## src/rtl/access_pkg.sv

```systemverilog
// Shared types and constants for the access arbiter.
// Lease timeout hardware is enabled by defining LEASE_TIMEOUT_EN.
package access_pkg;
   typedef enum logic [1:0] {
      IDLE,
      LOOKUP,
      GRANT,
      DENY
   } state_e;

   localparam int RES_W    = 4;
   localparam int MAP_MULT = 3;
   localparam int MAP_MOD  = 10;
   localparam int LEASE_W  = 8;
endpackage

```

## src/rtl/access_arbiter_resource_map.sv

```systemverilog
// User ID to resource ID mapping: (user * MAP_MULT) mod MOD.
// Purely combinational; product is kept ID_W+2 bits wide.
module resource_map
   import access_pkg::*;
#(
   parameter int ID_W = 4,
   parameter int MOD  = MAP_MOD
) (
   input  logic [ID_W-1:0]  user_id,
   output logic [RES_W-1:0] res_id
);
   localparam int PROD_W = ID_W + 2;

   logic [PROD_W-1:0] prod;

   assign prod   = PROD_W'(user_id) * PROD_W'(MAP_MULT);
   assign res_id = RES_W'(prod % PROD_W'(MOD));
endmodule

```

## src/rtl/access_arbiter.sv

```systemverilog
// Round-robin access arbiter owning the resource busy map.
// Define LEASE_TIMEOUT_EN to auto-expire leases after LEASE_CYCLES.
module access_arbiter
   import access_pkg::*;
#(
   parameter int NUM_REQ      = 4,
   parameter int ID_W         = 4,
   parameter int NUM_RES      = MAP_MOD,
   parameter int LEASE_CYCLES = 16
) (
   input  logic                       clk,
   input  logic                       rst,
   input  logic [NUM_REQ-1:0]         req_valid,
   input  logic [NUM_REQ*ID_W-1:0]    req_user,
   output logic [NUM_REQ-1:0]         req_ready,
   output logic                       grant_valid,
   input  logic                       grant_ready,
   output logic [$clog2(NUM_REQ)-1:0] grant_req,
   output logic [RES_W-1:0]           grant_res,
   output logic                       deny_valid,
   output logic [$clog2(NUM_REQ)-1:0] deny_req,
   output logic [RES_W-1:0]           deny_res,
   input  logic                       release_valid,
   input  logic [RES_W-1:0]           release_res,
   output logic [NUM_RES-1:0]         busy_map
);
   localparam int IDX_W = $clog2(NUM_REQ);

   state_e             state_q, state_d;
   logic [IDX_W-1:0]   rr_q, rr_d;
   logic [IDX_W-1:0]   idx_q, idx_d;
   logic [ID_W-1:0]    user_q, user_d;
   logic [RES_W-1:0]   res_q, res_d;
   logic [NUM_RES-1:0] busy_q, busy_d;
`ifdef LEASE_TIMEOUT_EN
   logic [NUM_RES-1:0][LEASE_W-1:0] cnt_q, cnt_d;
`endif

   logic [RES_W-1:0]   map_res;
   logic               found;
   logic [IDX_W-1:0]   sel;
   logic [IDX_W-1:0]   cand;
   logic [ID_W-1:0]    sel_user;
   logic               rel_ok;
   logic               eff_busy;
   logic               hs;
   logic [IDX_W-1:0]   idx_next;
   logic [NUM_REQ-1:0] ready_c;

   resource_map #(
      .ID_W (ID_W),
      .MOD  (NUM_RES)
   ) u_map (
      .user_id (user_q),
      .res_id  (map_res)
   );

   // Rotating priority scan starting at rr_q
   always_comb begin
      found    = 1'b0;
      sel      = '0;
      cand     = '0;
      sel_user = '0;
      for (int k = 0; k < NUM_REQ; k++) begin
         cand = IDX_W'((int'(rr_q) + k) % NUM_REQ);
         if (!found && req_valid[cand]) begin
            found = 1'b1;
            sel   = cand;
         end
      end
      for (int i = 0; i < NUM_REQ; i++) begin
         if (sel == IDX_W'(i)) sel_user = req_user[i*ID_W +: ID_W];
      end
   end

   assign rel_ok   = release_valid && (int'(release_res) < NUM_RES);
   assign hs       = (state_q == GRANT) && grant_ready;
   assign idx_next = (idx_q == IDX_W'(NUM_REQ - 1)) ? '0 : idx_q + 1'b1;

   // A release landing in the lookup cycle makes the resource free
   always_comb begin
      eff_busy = 1'b0;
      for (int i = 0; i < NUM_RES; i++) begin
         if (map_res == RES_W'(i)) begin
            eff_busy = busy_q[i] &
                       ~(rel_ok && release_res == RES_W'(i));
         end
      end
   end

   always_comb begin
      state_d = state_q;
      rr_d    = rr_q;
      idx_d   = idx_q;
      user_d  = user_q;
      res_d   = res_q;
      ready_c = '0;
      unique case (state_q)
         IDLE: begin
            if (found) begin
               ready_c = NUM_REQ'(1) << sel;
               idx_d   = sel;
               user_d  = sel_user;
               state_d = LOOKUP;
            end
         end
         LOOKUP: begin
            res_d   = map_res;
            state_d = eff_busy ? DENY : GRANT;
         end
         GRANT: begin
            if (grant_ready) begin
               rr_d    = idx_next;
               state_d = IDLE;
            end
         end
         DENY: begin
            rr_d    = idx_next;
            state_d = IDLE;
         end
         default: state_d = IDLE;
      endcase
   end

   // Expiry, then release, then grant set (set wins)
   always_comb begin
      busy_d = busy_q;
`ifdef LEASE_TIMEOUT_EN
      cnt_d = cnt_q;
      for (int i = 0; i < NUM_RES; i++) begin
         if (busy_q[i] && cnt_q[i] != '0) begin
            cnt_d[i] = cnt_q[i] - 1'b1;
            if (cnt_q[i] == LEASE_W'(1)) busy_d[i] = 1'b0;
         end
      end
`endif
      for (int i = 0; i < NUM_RES; i++) begin
         if (rel_ok && release_res == RES_W'(i)) begin
            busy_d[i] = 1'b0;
`ifdef LEASE_TIMEOUT_EN
            cnt_d[i] = '0;
`endif
         end
         if (hs && res_q == RES_W'(i)) begin
            busy_d[i] = 1'b1;
`ifdef LEASE_TIMEOUT_EN
            cnt_d[i] = LEASE_W'(LEASE_CYCLES);
`endif
         end
      end
   end

   always_ff @(posedge clk or posedge rst) begin
      if (rst) begin
         state_q <= IDLE;
         rr_q    <= '0;
         idx_q   <= '0;
         user_q  <= '0;
         res_q   <= '0;
         busy_q  <= '0;
`ifdef LEASE_TIMEOUT_EN
         cnt_q   <= '0;
`endif
      end else begin
         state_q <= state_d;
         rr_q    <= rr_d;
         idx_q   <= idx_d;
         user_q  <= user_d;
         res_q   <= res_d;
         busy_q  <= busy_d;
`ifdef LEASE_TIMEOUT_EN
         cnt_q   <= cnt_d;
`endif
      end
   end

   assign req_ready   = rst ? '0 : ready_c;
   assign grant_valid = (state_q == GRANT);
   assign deny_valid  = (state_q == DENY);
   assign grant_req   = idx_q;
   assign grant_res   = res_q;
   assign deny_req    = idx_q;
   assign deny_res    = res_q;
   assign busy_map    = busy_q;
endmodule

```

## config.mk

```make
export PLATFORM = sky130hd
export DESIGN_NAME = access_arbiter
export DESIGN_NICKNAME = d
export VERILOG_FILES = /design/src/rtl/access_pkg.sv /design/src/rtl/access_arbiter_resource_map.sv /design/src/rtl/access_arbiter.sv
export SDC_FILE = /design/constraint.sdc
export NUM_CORES = 1
export LEC_CHECK = 0
export ABC_AREA = 1
export CAP_MARGIN = 20
export CORE_MARGIN = 2
export CORE_UTILIZATION = 51
export CTS_BUF_LIST = sky130_fd_sc_hd__clkbuf_8
export CTS_CLUSTER_DIAMETER = 40
export CTS_CLUSTER_SIZE = 16
export DETAILED_ROUTE_END_ITERATION = 10
export PLACE_DENSITY = 0.84
export SKIP_CTS_REPAIR_TIMING = 1
export SLEW_MARGIN = 10
export SYNTH_ARGS = -nofsm -noshare
export SYNTH_HDL_FRONTEND = slang
export SYNTH_SLANG_ARGS = --single-unit
```

## constraint.sdc

```tcl
create_clock -name clk -period 3.9 [get_ports clk]
set_input_delay 0.78 -clock clk [delete_from_list [all_inputs] [get_ports clk]]
set_output_delay 0.78 -clock clk [all_outputs]
set_load 0.01 [all_outputs]
```

==> results of run 1 <==
Yosys cell counts, drive strengths merged:
cell type / count / share of area (%)
a21boi: 1 / 0.35
a21o: 1 / 0.35
a21oi: 7 / 1.7
a31oi: 1 / 0.30
a32o: 1 / 0.47
a41oi: 3 / 1.2
buf: 8 / 3.0
dfrtp: 24 / 28
fa: 1 / 0.94
ha: 10 / 5.9
inv: 43 / 7.6
mux2i: 1 / 0.47
nand2: 113 / 24
nand3: 27 / 6.8
nand3b: 1 / 0.35
nand4: 7 / 2.1
nor2: 33 / 6.9
nor3: 4 / 1.2
o2111ai: 1 / 0.71
o211ai: 1 / 0.35
o21ai: 16 / 4.1
o31ai: 2 / 0.71
o41ai: 1 / 0.41
or2: 2 / 0.59
xor2: 2 / 1.2
metal layers:
metal	vias up	routed length, µm	GRT usage, %
li1	1107	-	-
met1	982	2080	26.3
met2	75	2580	42.3
met3	6	251	3.62
met4	0	49	7.75
met5	-	0	0
critical path: cells and delay by family:
kind,cells,cell delay (ps)
AO/OA/AOI/OAI,3,220
buffers and inverters,2,970
AND/OR/NAND/NOR,7,970
final cells by class:
class	instances	area (µm²)	area share (%)
repair buffers	58	578	20.9
clock inverters	1	30.0	1.08
multi-input cells	236	1290	46.7
clock buffers	3	41.3	1.49
inverters	43	164	5.92
well taps	50	62.6	2.26
flip-flops and latches	24	601	21.7
flip-flops by register name, summed over array words and instances, names as in the netlist:
register  flops
user_q        4
rr_q          2
deny_req      2
deny_res      4
busy_map     10
state_q       2
kinds of logic (layout without fill, tap and decap cells):
group | after synthesis | count (layout) | share of synthesized area [%]
AO/OA/AOI/OAI | 35 | 35 | 10.7
flip-flops | 24 | 24 | 28.3
multiplexers | 1 | 1 | 0.472
adder cells (fa/ha/maj) | 11 | 11 | 6.85
XOR/XNOR | 2 | 2 | 1.18
AND/OR/NAND/NOR | 187 | 187 | 41.9
buffers and inverters | 51 | 105 | 10.6
through the flow:
step	cells	utilization, %	setup WS [ps]	hold WS, ps
floorplan	311	-	822	525
global placement	411	67.3	142	509
detailed placement	411	67.3	87.5	510
CTS	415	69.1	81.3	533
global route	415	69.3	8.18	560
finish	415	69.3	178	533
how the worst max path moves through the flow:
| stage | to | startpoint | slack [ps] |
|---|---|---|---|
| after floorplan | state_q[0] | user_q[1] | 820 |
| after global placement | req_ready[1] | req_valid[0] | 140 |
| after detailed placement | req_ready[1] | req_valid[0] | 90 |
| after CTS | req_ready[1] | req_valid[0] | 80 |
| after global routing | req_ready[2] | req_valid[0] | 8 |
| final | req_ready[2] | req_valid[0] | 180 |
==> run metrics, run 1 <==
outcome=completed; most frequent cells in the layout=nand2_1 (96), clkdlybuf4s50_1 (53), inv_1 (36); clock latency on the worst-skew pair=270 ps; Ys Warns=0; Highest Clock Rate=0.269 GHz; WL final=4960 µm; Mapped Cells=311; site row count=23; HP Class=reg2reg; register area share after synthesis=between 20% and 30%; area delta synth->final=30.7%; CTS Buffer Depth=2; final instance area=2770 µm²; IO Pins=56; Hold Path End=busy_map[2]; RR Endpoint=state_q[0]; final net count=405; drt pass-1 iters=4; vias per cell=5.23; GPL Wtd Cong=roughly 0.91; pin count of the biggest net entering global routing=25; # diodes=0; CTS tree=yes; internal reg-to-reg setup slack=460 ps; DR iter-0 viols=99; chip height=approximately 68 µm; clock sink total=24; RSZ-0062 raised after global routing=no; Post-DP Area=2690 µm²; Final Cycle Share=95.4%; vias=2,170; critical path class=in2out; Max-Slew Margin vs Limit=73.4%; max-slew violation count=0; Avg WL per Cell=roughly 12 µm; synth unique cells=37; CP Launch Type=primary input; Clock Root Buffer=clkbuf_8; R2R depth=25; post-synth net total=350; Worst EP required=approximately 3100 ps; Initial Util=53.0%; post-DP HPWL=3950 µm; HP Start=busy_map[2]; worst path cell trace=clkdlybuf4s50_1 > or2_1 > o21ai_2 > nor2_1 > nor2_2 > nand3_2 > nor2_4 > o21ai_2 > o2111ai_2 > nand2_2 > nor3_1 > clkdlybuf4s50_1; crit path max fanout=5; # port buffers=55; Die W=~70 µm; final hold vios=0; commonest non-fill, non-tap cell in the layout=nand2_1; syn_area_per_cell=6.82 µm²; final setup fails=0; area of the mapped netlist=between 2000 and 2500 µm²; DRC Markers=0; vias in the first global route=1,965; Hold Crit Depth=2; register bit total from synthesis=24; Die ar.=roughly 4700 µm²; grt ovf=0; Fillers=360; Core Region=about 4000 µm²; Routed Antenna Nets=0; critical path arrival=2940 ps; Slowest-stage cell, CP=clkdlybuf4s50_1; Clock Pin Slew Worst Setup and Hold Paths=80 ps; Clock Skew=7.70 ps; CTS Buf Count=3; ratio of cells with drive above 1 in the final layout=between 10% and 20%; CTS H-tree lvls=1; TNS Setup=0 ps; Setup crit end kind=primary output; Tmin final=3720 ps; Reg-to-Reg Start=user_q[0]; crit-path max cell delay=around 560 ps; max cap viols=0; All-Layer GR Usage=22.9%; Worst Max-Slew Pin Slew=just under 400 ps; first-pass GRT wire length=8180 µm; initial antenna violation count=0
Power of run 1 is left out: the tool's default activity adds up to more than one toggle a clock period on the data nets, which glitch-free logic cannot reach.
==> run 2: changes to the inputs <==
CELL_PAD_IN_SITES_DETAIL_PLACEMENT = 1   (was default)
CELL_PAD_IN_SITES_GLOBAL_PLACEMENT = 1   (was default)
CORE_UTILIZATION = 35   (was 51)
PLACE_DENSITY = 0.83   (was 0.84)
==> run 2 against run 1 <==
Against the previous run: die area is 43% higher; core utilization is 22 points lower; via count is 1.6% higher; sequential share of layout area is 0.24 points lower; setup slack better by 37 ps; global-route usage is 3.9 points lower; critical endpoint is now req_ready[0]; highest routed layer unchanged.
==> run metrics, run 2 (same netlist as run 1, synthesis figures left out) <==
DRC Markers=0 (unchanged); Fin Hold WS=545 ps (+12.4 ps); grt ovf=0 (unchanged); drt pass-1 iters=4 (unchanged); vias in the first global route=2,274 (+16%); CTS H-tree lvls=1 (unchanged); ratio of cells with drive above 1 in the final layout=11.8% (unchanged); Max-Slew Margin vs Limit=73.2% (-0.15 points); Tmin final=3680 ps (-36.8 ps); IO Pins=56 (unchanged); critical path class=in2out; Avg WL per Cell=13.3 µm (+11%); pin count of the biggest net entering global routing=25 (unchanged); max reg flops=10 (unchanged); # port buffers=55 (unchanged); outcome=completed; post-DP HPWL=4800 µm (+21%); CTS Buf Count=3 (unchanged); # diodes=0 (unchanged); Final Cycle Share=94.5% (-0.94 points); final hold vios=0 (unchanged); final net count=405 (unchanged); Fillers=766 (+110%); CTS tree=yes; max cap viols=0 (unchanged); Die W=81.8 µm (+20%); most frequent cells in the layout=nand2_1 (96), clkdlybuf4s50_1 (52), inv_1 (36); Worst EP required=3120 ps (about the same); All-Layer GR Usage=18.9% (-3.9 points); area delta synth->final=32.2%; RSZ-0062 raised after global routing=no; DR iter-0 viols=44 (-56%); clock latency on the worst-skew pair=270 ps (about the same); chip height=81.8 µm (+20%); initial antenna violation count=0 (unchanged); first-pass GRT wire length=9960 µm (+22%); final setup fails=0 (unchanged); Clock Pin Slew Worst Setup and Hold Paths=90 ps (about the same); WL final=5850 µm (+18%); Worst Max-Slew Pin Slew=399 ps (+2.22 ps); crit path max fanout=4 (-1); vias=2,204 (+1.6%); Core Region=5890 µm² (+47%); TNS Setup=0 ps (unchanged); FF/Latch Area=601 µm² (unchanged); area of the multi-input gates=1290 µm² (unchanged); max-slew violation count=0 (unchanged); critical path arrival=2900 ps (-40 ps); Setup crit end kind=primary output; GPL Wtd Cong=0.853 (-5.7%); Die ar.=6690 µm² (+43%); CTS Buffer Depth=2 (unchanged); vias per cell=5.01 (-4.2%); HP Class=reg2reg; Clock Root Buffer=clkbuf_8; clock sink total=24 (unchanged); Initial Util=36.0% (-17 points); CP Launch Type=primary input; Highest Clock Rate=0.271 GHz (+1.0%); commonest non-fill, non-tap cell in the layout=nand2_1; site row count=28 (+22%); Routed Antenna Nets=0 (unchanged); Clock Skew=2.86 ps (-4.83 ps)
## run 2: cell count changes in the layout (fill, tap and decap cells not counted), sizes merged
| cell | previous run | this run |
|---|---|---|
| clkdlybuf4s50 | 53 | 52 |
| dlymetal6s2s | 2 | 3 |
## run 2: worst max-delay path, stage by stage
cell and delay, ps:
clkdlybuf4s50_1 410, or2_1 240, o21ai_2 70, nor2_1 60, nor2_2 150, nand3_2 130, nor2_4 140, nand2_1 60
nand2_1 80, inv_1 80, nand2_1 140, nor2_1 70, clkdlybuf4s50_1 480
## run 2: layout make-up
| cell class | instances | area share, % |
|---|---|---|
| inverters | 43 | 5.76 |
| clock buffers | 3 | 1.47 |
| flip-flops and latches | 24 | 21.4 |
| repair buffers | 58 | 20.7 |
| well taps | 75 | 3.35 |
| clock inverters | 1 | 1.07 |
| multi-input cells | 236 | 46.2 |
## run 2: per-layer routing
layer | vias up | wire (µm) | global-route usage, %
met4 | 0 | 68 | 4.17
met2 | 54 | 2990 | 35.9
met1 | 1044 | 2530 | 22.3
met3 | 7 | 264 | 2.75
met5 | - | 0 | 0
li1 | 1099 | - | -
## run 2: per-stage QoR
step           utilization [%]  setup slack, ps  area (µm²)  instances
2_1_floorplan                -              822        2120        311
3_3_place_gp              46.3              118        2720        436
3_5_place_dp              46.3             30.1        2720        436
4_1_cts                   47.5             18.8        2790        440
5_1_grt                   47.6             33.9        2800        440
6_report                  47.6              215        2800        440
## run 2: final timing paths
kind | from | to | slack, ps | cells past startpoint
setup / recovery | req_valid[0] | req_ready[0] | 220 | 13
hold / removal | busy_map[1] | busy_map[1] | 540 | 2
setup reg to reg | user_q[0] | state_q[0] | 350 | 25
hold reg to reg | busy_map[1] | busy_map[1] | 540 | 2
max in group asynchronous | rst | busy_map[0] | 2720 | 3
min in group asynchronous | rst | deny_req[1] | 940 | 3
Power of run 2 is left out for the same reason.
